<file path="config.mk">
export PLATFORM = sky130hd
export DESIGN_NAME = count_seq_ctrl_flat
export DESIGN_NICKNAME = d
export VERILOG_FILES = /design/src/rtl/count_seq_ctrl_pkg.sv /design/src/rtl/count_seq_ctrl_if.sv /design/src/rtl/count_seq_ctrl_updown_counter_en.sv /design/src/rtl/count_seq_ctrl.sv /design/src/flat_wrapper.sv
export SDC_FILE = /design/constraint.sdc
export NUM_CORES = 1
export LEC_CHECK = 0
export CAP_MARGIN = 30
export CORE_UTILIZATION = 40
export CTS_CLUSTER_DIAMETER = 30
export CTS_CLUSTER_SIZE = 25
export DETAILED_ROUTE_END_ITERATION = 12
export GPL_TIMING_DRIVEN = 0
export PLACE_DENSITY_LB_ADDON = 0.08
export SLEW_MARGIN = 20
export SYNTH_ARGS = -nofsm -noshare
export SYNTH_HDL_FRONTEND = slang
export SYNTH_SLANG_ARGS = --single-unit
</file>
<file path="constraint.sdc">
create_clock -name clk -period 5.1 [get_ports clk]
set_clock_uncertainty 0.1 [all_clocks]
set_input_delay 1.02 -clock clk [delete_from_list [all_inputs] [get_ports clk]]
set_output_delay 1.02 -clock clk [all_outputs]
set_load 0.01 [all_outputs]
</file>
<file path="src/rtl/count_seq_ctrl_pkg.sv">
// Shared types and constants for the counter sequencer slice.
package count_seq_pkg;

    typedef enum logic [1:0] {
        IDLE = 2'd0,
        UP   = 2'd1,
        DOWN = 2'd2,
        DONE = 2'd3
    } state_e;

    localparam logic MODE_GOTO  = 1'b0;
    localparam logic MODE_SWEEP = 1'b1;

    localparam int unsigned DEF_WIDTH = 4;
    localparam int unsigned DEF_REP_W = 4;

endpackage

</file>
<file path="src/rtl/count_seq_ctrl_if.sv">
// Command/status bundle between a host (master) and the sequencer (slave).
interface count_seq_ctrl_if #(
    parameter int unsigned WIDTH = 4,
    parameter int unsigned REP_W = 4
);
    logic             cmd_valid;
    logic             cmd_ready;
    logic             cmd_mode;
    logic [WIDTH-1:0] cmd_lo;
    logic [WIDTH-1:0] cmd_hi;
    logic [REP_W-1:0] cmd_reps;
    logic             abort;
    logic [WIDTH-1:0] count;
    logic             ud;
    logic             busy;
    logic             done;
    logic             err;

    modport master (
        output cmd_valid, cmd_mode, cmd_lo, cmd_hi, cmd_reps, abort,
        input  cmd_ready, count, ud, busy, done, err
    );

    modport slave (
        input  cmd_valid, cmd_mode, cmd_lo, cmd_hi, cmd_reps, abort,
        output cmd_ready, count, ud, busy, done, err
    );
endinterface

</file>
<file path="src/rtl/count_seq_ctrl_updown_counter_en.sv">
// Loadable up/down counter; load wins over enable, wraps modulo 2^WIDTH.
module updown_counter_en #(
    parameter int unsigned WIDTH = 4
) (
    input  logic             clk,
    input  logic             rst,
    input  logic             en,
    input  logic             ud,
    input  logic             load,
    input  logic [WIDTH-1:0] load_val,
    output logic [WIDTH-1:0] count
);

    logic [WIDTH-1:0] count_q;
    logic [WIDTH-1:0] count_d;

    always_comb begin
        count_d = count_q;
        if (load) begin
            count_d = load_val;
        end else if (en) begin
            count_d = ud ? count_q + WIDTH'(1) : count_q - WIDTH'(1);
        end
    end

    always_ff @(posedge clk) begin
        if (!rst) begin
            count_q <= '0;
        end else begin
            count_q <= count_d;
        end
    end

    assign count = count_q;

endmodule

</file>
<file path="src/rtl/count_seq_ctrl.sv">
// Command sequencer: runs GOTO / SWEEP commands on an up/down counter.
module count_seq_ctrl
    import count_seq_pkg::*;
#(
    parameter int unsigned WIDTH = DEF_WIDTH,
    parameter int unsigned REP_W = DEF_REP_W
) (
    input logic              clk,
    input logic              rst,
    count_seq_ctrl_if.slave  bus
);

    state_e           state_q, state_d;
    logic             mode_q, mode_d;
    logic [WIDTH-1:0] lo_q, lo_d;
    logic [WIDTH-1:0] hi_q, hi_d;
    logic [REP_W-1:0] reps_left_q, reps_left_d;
    logic             ud_q, ud_d;
    logic             done_q, done_d;
    logic             err_q, err_d;
    logic             busy_q, busy_d;
    logic             ready_q, ready_d;

    logic             cnt_en_c;
    logic             cnt_up_c;
    logic             cnt_load_c;
    logic [WIDTH-1:0] cnt_load_val_c;
    logic [WIDTH-1:0] cnt_val;

    updown_counter_en #(.WIDTH(WIDTH)) u_counter (
        .clk      (clk),
        .rst      (rst),
        .en       (cnt_en_c),
        .ud       (cnt_up_c),
        .load     (cnt_load_c),
        .load_val (cnt_load_val_c),
        .count    (cnt_val)
    );

    always_comb begin
        state_d        = state_q;
        mode_d         = mode_q;
        lo_d           = lo_q;
        hi_d           = hi_q;
        reps_left_d    = reps_left_q;
        ud_d           = ud_q;
        err_d          = 1'b0;
        cnt_en_c       = 1'b0;
        cnt_up_c       = 1'b1;
        cnt_load_c     = 1'b0;
        cnt_load_val_c = lo_q;

        unique case (state_q)
            IDLE: begin
                if (bus.cmd_valid) begin
                    mode_d      = bus.cmd_mode;
                    lo_d        = bus.cmd_lo;
                    hi_d        = bus.cmd_hi;
                    reps_left_d = bus.cmd_reps;
                    if (bus.cmd_mode == MODE_GOTO) begin
                        if (bus.cmd_hi > cnt_val) begin
                            state_d = UP;
                            ud_d    = 1'b1;
                        end else if (bus.cmd_hi < cnt_val) begin
                            state_d = DOWN;
                            ud_d    = 1'b0;
                        end else begin
                            state_d = DONE;
                        end
                    end else if (bus.cmd_lo > bus.cmd_hi) begin
                        state_d = DONE;
                        err_d   = 1'b1;
                    end else if (bus.cmd_reps == '0) begin
                        state_d = DONE;
                    end else begin
                        state_d        = UP;
                        ud_d           = 1'b1;
                        cnt_load_c     = 1'b1;
                        cnt_load_val_c = bus.cmd_lo;
                    end
                end
            end
            UP: begin
                if (bus.abort) begin
                    state_d = DONE;
                    err_d   = 1'b1;
                end else if (cnt_val == hi_q) begin
                    if (mode_q == MODE_GOTO) begin
                        state_d = DONE;
                    end else begin
                        // turnaround: hold count one cycle while direction flips
                        state_d = DOWN;
                        ud_d    = 1'b0;
                    end
                end else begin
                    cnt_en_c = 1'b1;
                    cnt_up_c = 1'b1;
                end
            end
            DOWN: begin
                if (bus.abort) begin
                    state_d = DONE;
                    err_d   = 1'b1;
                end else if (mode_q == MODE_GOTO) begin
                    if (cnt_val == hi_q) begin
                        state_d = DONE;
                    end else begin
                        cnt_en_c = 1'b1;
                        cnt_up_c = 1'b0;
                    end
                end else if (cnt_val == lo_q) begin
                    reps_left_d = reps_left_q - REP_W'(1);
                    if (reps_left_q == REP_W'(1)) begin
                        state_d = DONE;
                    end else begin
                        state_d = UP;
                        ud_d    = 1'b1;
                    end
                end else begin
                    cnt_en_c = 1'b1;
                    cnt_up_c = 1'b0;
                end
            end
            DONE: begin
                state_d = IDLE;
            end
            default: begin
                state_d = IDLE;
            end
        endcase

        done_d  = (state_d == DONE);
        busy_d  = (state_d != IDLE);
        ready_d = (state_d == IDLE);
    end

    always_ff @(posedge clk) begin
        if (!rst) begin
            state_q     <= IDLE;
            mode_q      <= MODE_GOTO;
            lo_q        <= '0;
            hi_q        <= '0;
            reps_left_q <= '0;
            ud_q        <= 1'b1;
            done_q      <= 1'b0;
            err_q       <= 1'b0;
            busy_q      <= 1'b0;
            ready_q     <= 1'b1;
        end else begin
            state_q     <= state_d;
            mode_q      <= mode_d;
            lo_q        <= lo_d;
            hi_q        <= hi_d;
            reps_left_q <= reps_left_d;
            ud_q        <= ud_d;
            done_q      <= done_d;
            err_q       <= err_d;
            busy_q      <= busy_d;
            ready_q     <= ready_d;
        end
    end

    assign bus.count     = cnt_val;
    assign bus.ud        = ud_q;
    assign bus.done      = done_q;
    assign bus.err       = err_q;
    assign bus.busy      = busy_q;
    assign bus.cmd_ready = ready_q;

endmodule

</file>
<file path="src/flat_wrapper.sv">
// flat-port wrapper written by rule: the top's interface ports become plain ports
module count_seq_ctrl_flat import count_seq_pkg::*;
#(
    parameter int unsigned WIDTH = DEF_WIDTH,
    parameter int unsigned REP_W = DEF_REP_W
)
  (clk, rst, bus_cmd_valid, bus_cmd_mode, bus_cmd_lo, bus_cmd_hi, bus_cmd_reps, bus_abort, bus_cmd_ready, bus_count, bus_ud, bus_busy, bus_done, bus_err);
  count_seq_ctrl_if #(.WIDTH(WIDTH), .REP_W(REP_W)) bus_i ();
  input logic clk;
  input logic rst;
  input wire logic [$bits(bus_i.cmd_valid)-1:0] bus_cmd_valid;
  input wire logic [$bits(bus_i.cmd_mode)-1:0] bus_cmd_mode;
  input wire logic [$bits(bus_i.cmd_lo)-1:0] bus_cmd_lo;
  input wire logic [$bits(bus_i.cmd_hi)-1:0] bus_cmd_hi;
  input wire logic [$bits(bus_i.cmd_reps)-1:0] bus_cmd_reps;
  input wire logic [$bits(bus_i.abort)-1:0] bus_abort;
  output wire logic [$bits(bus_i.cmd_ready)-1:0] bus_cmd_ready;
  output wire logic [$bits(bus_i.count)-1:0] bus_count;
  output wire logic [$bits(bus_i.ud)-1:0] bus_ud;
  output wire logic [$bits(bus_i.busy)-1:0] bus_busy;
  output wire logic [$bits(bus_i.done)-1:0] bus_done;
  output wire logic [$bits(bus_i.err)-1:0] bus_err;
  assign bus_i.cmd_valid = bus_cmd_valid;
  assign bus_i.cmd_mode = bus_cmd_mode;
  assign bus_i.cmd_lo = bus_cmd_lo;
  assign bus_i.cmd_hi = bus_cmd_hi;
  assign bus_i.cmd_reps = bus_cmd_reps;
  assign bus_i.abort = bus_abort;
  assign bus_cmd_ready = bus_i.cmd_ready;
  assign bus_count = bus_i.count;
  assign bus_ud = bus_i.ud;
  assign bus_busy = bus_i.busy;
  assign bus_done = bus_i.done;
  assign bus_err = bus_i.err;
  count_seq_ctrl #(.WIDTH(WIDTH), .REP_W(REP_W)) u_core (.clk(clk), .rst(rst), .bus(bus_i));
endmodule
</file>
==> run_results.csv <==
group,metric,value,unit
place,postPlaceCellArea,2060,um2
job,drv_cap,0,
grt,gr-usage-all-layers,21.0,%
finish,drive_above_1_share,4.98,%
clocking,clk_latency,270,ps
sta,setup_viol,0,
power,p_total,0.976,mW
floorplanning,die_w,68.3,um
finish,nets,278,
synth,syn_inst,214,
routing,antenna_left,0,
critical_path,worstPathCellList,"clkdlybuf4s50_1 -> nand2b_1 -> a21oi_1 -> nand2b_1 -> inv_1 -> ha_1 -> a21o_1 -> and2_1 -> a2111oi_0 -> mux2i_1 -> xnor2_1 -> o22ai_1",
routing,vias,1576,
routing,route.detailed.drc,0,
synth,synth_warnings,0,
clocking,clock_path_buffers,2,
floorplanning,die_h,68.3,um
critical_path,start_kind,"input pin",
grt,antenna_found_initial,0,
critical_path,worstSetupEndpointType,"flop",
power,switching_share,43.3,%
sta,post-route-min-period,3510,ps
power,clkPwrFrac,11.6,%
synth,ys_seq_area_share,27.3,%
synth,synth_cell_type_count,49,
critical_path,slowest_stage,"clkdlybuf4s50_1",
routing,drt-total-wl,4290,um
synth,netlist_area,1760,um2
synth,async_reset_ff_share,0,%
sta,fmax,285,MHz
power,power.density,464,nW/um2
floorplanning,core_region_area,4120,um2
floorplanning,die_area,4660,um2
critical_path,critical_path_class,"input pin to flop",
critical_path,cp_common_cell,"nand2b_1",
power,ir_drop,0.183,mV
synth,synth-seq-cells,24,
sta,slew_headroom,51.8,%
place,gp_congestion,0.815,
sta,rsz0062_at_grt,"no",
clocking,ctsResizeCount,0,
critical_path,worstPathRequired,5160,ps
grt,overflow,0,
grt,grt_start_max_net_pins,13,
place,port_buffers,24,
place,dp_hpwl,3410,um
sta,tns,0,ps
clocking,cts_made_buffers,3,
finish,finish.instance_area,2100,um2
clocking,cts_sinks,24,
status,status,"complete, no violations",
routing,drt_iter0_drc,75,
power,switchingPower,0.423,mW
sta,finalHoldViolCount,0,
critical_path,crit_fanout,8,
finish,post-route-util,51.1,%
clocking,cts_setup_buffers,0,
floorplanning,start_util,42.7,%
routing,vias_per_cell,5.42,
clocking,root_buffer,"clkbuf_8",
grt,first_global_vias,1482,
routing,drtPass1Iterations,4,
critical_path,arrival,3570,ps
clocking,clk_pin_slew,80,ps
finish,area_delta_synth_final,19.6,%
floorplanning,ios,26,
synth,synth.avg_cell_area,8.21,um2
critical_path,cp_slowest_stage_delay,520,ps
grt,grt_pass1_wl,7130,um
power,internal_power,0.553,mW
clocking,ctsHoldBuffers,0,
finish,mostFrequentLayoutCell,"nand2_1",
finish,antenna_cells,0,
clocking,htree_levels,1,
sta,final_max_slew_viol_count,0,
clocking,cts_tree,"yes",
synth,synth_ff_type,"dfxtp_1",
sta,period_share,68.9,%
sta,worstMarginPinSlew,716,ps
synth,synth_fp_nets,249,
finish,final_cell_mix,"26 x nand2_1, 24 x clkdlybuf4s50_1, 24 x dfxtp_1",
routing,wl_per_cell,14.7,um
power,power_frac_seq,30.2,%
power,leakage,0.905,nW
power,combPwrFrac,58.1,%
floorplanning,row_count,23,
hold_path,hp-class,"flop to flop",
synth,synth_edf_count,0,
==> area by class of cell <==
class,instances,area [um2]
flip-flops and latches,24,480
fillers,424,2010
inverters,21,78.8
plain buffers,6,26.3
well taps,50,62.6
multi-input cells,163,1170
repair buffers,24,240
clock buffers,3,41.3
==> critical path: cells and delay by family <==
family / cells / cell delay, ps
compound gates: 4 / 860
xor+xnor: 1 / 170
fa+ha+maj: 1 / 220
buf+inv: 2 / 610
mux: 1 / 190
simple gates: 3 / 490
==> Yosys cell counts, drive strengths merged, types with 3 or more instances <==
cell / number / area share [%]
o21ai: 5 / 1.4
nand2b: 4 / 1.4
clkbuf: 3 / 0.64
buf: 3 / 0.85
nor2: 5 / 1.1
a21boi: 10 / 4.5
a211o: 3 / 2.0
nand3: 10 / 2.8
xnor2: 3 / 1.5
dfxtp: 24 / 27
mux2i: 3 / 1.7
and2: 4 / 1.4
xor2: 8 / 4.0
nor2b: 4 / 1.4
o22ai: 5 / 1.8
a21oi: 16 / 4.6
nand2: 27 / 5.9
nor4: 4 / 3.1
inv: 21 / 4.5
ha: 17 / 12
a21o: 3 / 1.3
nor3: 4 / 1.1
==> power by group through the flow <==
stage	Combinational [mW]	Sequential (mW)	Clock (mW)
final	0.567	0.295	0.114
after global routing	0.639	0.306	0.124
after CTS	0.570	0.297	0.118
after detailed placement	0.566	0.301	0
after global placement	0.566	0.301	0
after floorplan	0.405	0.297	0
==> through the flow <==
step,hold WS [ps],worst slack [ps],std cells
detailed placement,372,1300,288
CTS,385,1590,291
global route,406,1350,291
global placement,366,1360,288
floorplan,349,2120,214
finish,378,1590,291
==> path summary, 6_finish.rpt <==
path | from | end | slack, ps | cells after the start
hold / removal | u_core.hi_q[0]$_SDFFE_PN0P_ | u_core.hi_q[0]$_SDFFE_PN0P_ | 380 | 2
hold reg to reg | u_core.hi_q[0]$_SDFFE_PN0P_ | u_core.hi_q[0]$_SDFFE_PN0P_ | 380 | 2
setup reg to reg | u_core.u_counter.count[1]$_SDFFE_PN0P_ | u_core.u_counter.count[3]$_SDFFE_PN0P_ | 1840 | 12
setup / recovery | bus_abort | u_core.u_counter.count[3]$_SDFFE_PN0P_ | 1590 | 12
==> metal layers <==
metal	vias to the layer above	global-route usage (%)	share of wire (%)
li1	812	-	-
met1	727	30.6	52
met2	30	31.5	43
met3	7	2.50	2.6
met4	0	7.03	2.0
met5	-	0	0
==> sequential cells by signal, summed over array words and instances (netlist names) <==
register and cells:
u_core.bus.busy 1, u_core.bus.cmd_ready 1, u_core.bus.done 1, u_core.bus.err 1
u_core.bus.ud 1, u_core.hi_q 4, u_core.lo_q 4, u_core.mode_q 1
u_core.reps_left_q 4, u_core.state_q 2, u_core.u_counter.count 4
==> logic make-up (layout without fill, tap and decap cells) <==
logic type | Yosys count | after routing | synth area share, %
xor gates and xnor gates | 11 | 11 | 5.48
adders and majority gates | 18 | 18 | 13.2
muxes | 4 | 4 | 2.35
DFF | 24 | 24 | 27.3
AOI/OAI and AO/OA | 59 | 59 | 23.6
buffers and inverters | 27 | 54 | 5.98
and+or+nand+nor | 71 | 71 | 22.1
Power figures use the tool's default switching activity.
==> variant 1: new RTL, same flow settings <==
The 4 states of `state_e` get a one-hot encoding in 4 bits.
--- a/src/rtl/count_seq_ctrl_pkg.sv
+++ b/src/rtl/count_seq_ctrl_pkg.sv
@@ -1,11 +1,11 @@
 // Shared types and constants for the counter sequencer slice.
 package count_seq_pkg;
 
-    typedef enum logic [1:0] {
-        IDLE = 2'd0,
-        UP   = 2'd1,
-        DOWN = 2'd2,
-        DONE = 2'd3
+    typedef enum logic [3:0] {
+        IDLE = 4'b0001,
+        UP   = 4'b0010,
+        DOWN = 4'b0100,
+        DONE = 4'b1000
     } state_e;
 
     localparam logic MODE_GOTO  = 1'b0;
Check against the original RTL: same outputs for any inputs over 10 cycles, from zero or initial values and one cycle with rst low; not proved beyond that.
==> variant 1 against the original RTL <==
Synthesized cell count is 7.5% lower. Sequential cell count is 2 higher. Count of clock-buffer cells in the layout stayed put. Non-clock buffer count is 1 higher. Worst setup slack better by 0.13 ns. Area after synthesis is 4.8% lower. Cell count is 5.2% lower. Cell area is 2.6% lower. Global-route usage is 0.46 points lower. Wire length is 4.8% lower. Fmax is 3.9% higher. Critical path type unchanged. Critical endpoint unchanged.
Power is not compared: it rests on default switching activity, and its combinational part moved more than twofold at a synthesized area within 25%.
==> variant 1: results <==
metrics = {
    "placement": {
        "gp_congestion": 0.7928,
        "dp.cells": 272,
        "hpwl_um": 3237,
    },
    "synth": {
        "syn_inst": 198,
        "synthTopCellsByArea": "dfxtp_1, ha_1, nand2_1, a21oi_1, xnor2_1",
        "ys_seq_area_share_pct": 31.09,
        "syn-num-nets": 228,
        "netlist-cell-type-count": 54,
        "ys_top_cells_by_count": "dfxtp_1, nand2_1, a21oi_1",
    },
    "final_layout": {
        "fin_nets": 257,
        "fill_cells": 384,
        "drive_gt1_share_pct": 8.850,
    },
    "run_status": {
        "status": "finished clean",
    },
    "worst_setup_path": {
        "reg2reg_depth": 13,
        "r2r-end": "u_core.u_counter.count[3]",
        "reg2reg_from": "u_core.u_counter.count[0]",
        "ff2ff_setup_slack_ns": 1.91,
        "cp.arrival_ns": 3.44,
        "worstPathMaxFanout": 7,
    },
    "drt": {
        "drt_iter0_drc": 79,
        "avgViaCountPerCell": 5.453,
        "wire_per_inst_um": 14.80,
    },
    "global_route": {
        "grt_pass1_vias": 1474,
        "grt_max_degree": 16,
        "grt_pass1_wl_um": 6844,
        "antenna_found_initial": 0,
        "grtUsageTotal_pct": 20.55,
    },
    "power_and_ir_drop": {
        "ir_drop_mv": 0.1373,
    },
    "sta": {
        "tightest_slew_ns": 0.5423,
    },
    "clock_tree": {
        "clkTransAtPathRegs_ns": 0.10,
    },
}
variant 1: changes by cell type after synthesis, sizes merged, moves of 4 or more:
cell | before | now
o21ai | 5 | 11
nor2 | 5 | 10
xnor2 | 3 | 8
a21boi | 10 | 1
inv | 21 | 16
nand3 | 10 | 2
ha | 17 | 12
xor2 | 8 | 3
nor4 | 4 | 0
variant 1: how the worst min path moves through the flow:
stage | startpoint | endpoint | slack [ns] | depth (start not counted)
floorplan | u_core.lo_q[0] | u_core.lo_q[0] | 0.35 | 2
global placement | u_core.hi_q[1] | u_core.hi_q[1] | 0.36 | 2
detailed placement | u_core.lo_q[3] | u_core.lo_q[3] | 0.36 | 2
CTS | u_core.lo_q[3] | u_core.lo_q[3] | 0.37 | 2
global route | u_core.lo_q[2] | u_core.lo_q[2] | 0.39 | 2
finish | u_core.lo_q[2] | u_core.lo_q[2] | 0.37 | 2
variant 1: metal layers:
| metal | global-route usage, % | share of wire (%) |
|---|---|---|
| met1 | 23.53 | 44 |
| met2 | 37.25 | 50 |
| met3 | 3.082 | 3.5 |
| met4 | 8.777 | 1.9 |
| met5 | 0 | 0 |
variant 1: cell type report:
cell class / count / area share [%]
Buffer: 7 / 2.077
Clock buffer: 3 / 2.016
Clock inverter: 1 / 1.466
Inverter: 16 / 2.932
Multi-Input combinational cell: 149 / 51.31
Sequential cell: 26 / 25.41
Tap cell: 50 / 3.054
Timing Repair Buffer: 24 / 11.73
variant 1: metrics by stage:
stage	setup slack, ns	area (um2)	util (%)	power, uW	hold WS [ns]
after floorplan	2.323	1674	-	351.6	0.3481
after global placement	1.472	1977	49.42	406.1	0.3555
after detailed placement	1.455	1977	49.42	410.8	0.3601
after CTS	1.721	2048	51.20	585.4	0.3739
after global routing	1.632	2048	51.20	612.9	0.3907
final	1.720	2048	51.20	580.9	0.3727
variant 1: critical path, stage by stage:
cell and delay (ns):
clkdlybuf4s50_1 0.67, inv_1 0.10, o21ai_1 0.20, or2_1 0.19, inv_1 0.07, ha_1 0.28, a21o_1 0.18, a21oi_1 0.18
o211ai_1 0.12, o32ai_1 0.19, xnor2_1 0.16, o22ai_1 0.09
variant 1: logic make-up (layout without fill, tap and decap cells):
| kind of cell | Yosys count | count (layout) | share of synthesized area, % |
|---|---|---|---|
| AO/OA/AOI/OAI | 54 | 54 | 21.82 |
| multiplexers | 3 | 3 | 1.943 |
| adder cells (fa/ha/maj) | 13 | 13 | 10.16 |
| buffers and inverters | 23 | 51 | 6.128 |
| flip-flops | 26 | 26 | 31.09 |
| AND/OR/NAND/NOR | 68 | 68 | 23.09 |
| XOR/XNOR | 11 | 11 | 5.755 |
variant 1: report_power, final:
group	total (uW)	internal [uW]	switching (uW)
combinational	167	76.0	91.1
sequential	239	223	15.9
clock	174	105	69.4
==> variant 2: new RTL, same flow settings <==
Without the edit above. Change the package constant `DEF_WIDTH` from 4 to 3.
--- a/src/rtl/count_seq_ctrl_pkg.sv
+++ b/src/rtl/count_seq_ctrl_pkg.sv
@@ -11,7 +11,7 @@
     localparam logic MODE_GOTO  = 1'b0;
     localparam logic MODE_SWEEP = 1'b1;
 
-    localparam int unsigned DEF_WIDTH = 4;
+    localparam int unsigned DEF_WIDTH = 3;
     localparam int unsigned DEF_REP_W = 4;
 
 endpackage
Ports: changed (resized bus_cmd_hi, bus_cmd_lo and bus_count); port bits go from 26 to 23. No check against the original RTL was run, so the function may have changed too.
==> variant 2 against the original RTL <==
Highest routed layer unchanged. Count of clock-buffer cells in the layout unchanged. Area after synthesis down 14%. Wire length shrank 14%. Utilization is 0.70 points lower. Total power decreased by 10%. Critical path type unchanged. Cell area shrank 12%. Worst setup slack improved by 0.47 ns. Sequential cell count down 3.
==> variant 2: results <==
metrics = {
    "power_and_ir_drop": {
        "power_uw": 879.1,
        "power_frac_comb_pct": 57.7,
        "power.density_nw_per_um2": 476.6,
    },
    "synth": {
        "ys_seq_area_share_pct": 27.70,
        "syn-num-nets": 210,
        "synthTopCellsByArea": "dfxtp_1, ha_1, nand2_1, a21boi_0, o21ai_0",
        "ys_top_cells_by_count": "nand2_1, dfxtp_1, inv_1",
        "syn_avg_cell_area_um2": 8.385,
        "synthAdderAreaFrac_pct": 12.04,
        "muxShareOfSynthArea_pct": 2.061,
        "synth_xor_area_share_pct": 4.617,
    },
    "placement": {
        "dp.cells": 251,
        "gp_congestion": 0.8388,
        "hpwl_um": 2885,
        "io_buffers": 22,
    },
    "drt": {
        "wl_um": 3680,
        "drt_iter0_drc": 82,
        "route.met2.wl_um": 1789,
        "met3_length_um": 125,
        "met1_length_um": 1692,
    },
    "worst_setup_path": {
        "startpoint": "bus_cmd_hi[1]",
        "reg2reg_depth": 10,
        "r2r-end": "u_core.u_counter.count[2]",
        "worstPathMaxFanout": 6,
    },
    "final_layout": {
        "fill_cells": 371,
        "drive_gt1_share_pct": 8.696,
    },
    "sta": {
        "slew_headroom_pct": 54.29,
        "whs_ns": 0.3850,
    },
    "global_route": {
        "use_met3_pct": 3.804,
        "use_met2_pct": 35.51,
        "grtUsageTotal_pct": 20.83,
        "grt_use_met1_pct": 24.34,
    },
    "run_status": {
        "status": "finished clean",
    },
}
-- variant 2: cell types whose count changed in the layout (fill, tap and decap cells not counted), moves of 3 or more --
cell / delta
a21oi_1: -8
o21ai_0: +8
inv_1: -6
xor2_1: -5
ha_1: -4
nor3_1: -4
o22ai_1: -4
dfxtp_1: -3
nand3_1: -3
-- variant 2: critical path, stage by stage --
cell	delay [ns]
clkdlybuf4s50_1	0.52
inv_1	0.06
ha_1	0.29
nor2b_1	0.13
o21ai_0	0.19
a21boi_0	0.19
or3_1	0.48
o21ai_0	0.18
a21oi_1	0.05
-- variant 2: cell type report --
| class | instances | share of cell area [%] |
|---|---|---|
| plain buffers | 6 | 2.103 |
| repair buffers | 22 | 11.94 |
| multi-input cells | 139 | 54.34 |
| clock buffers | 3 | 2.239 |
| clock inverters | 1 | 0.2714 |
| well taps | 48 | 3.256 |
| flip-flops and latches | 21 | 22.80 |
| inverters | 15 | 3.053 |
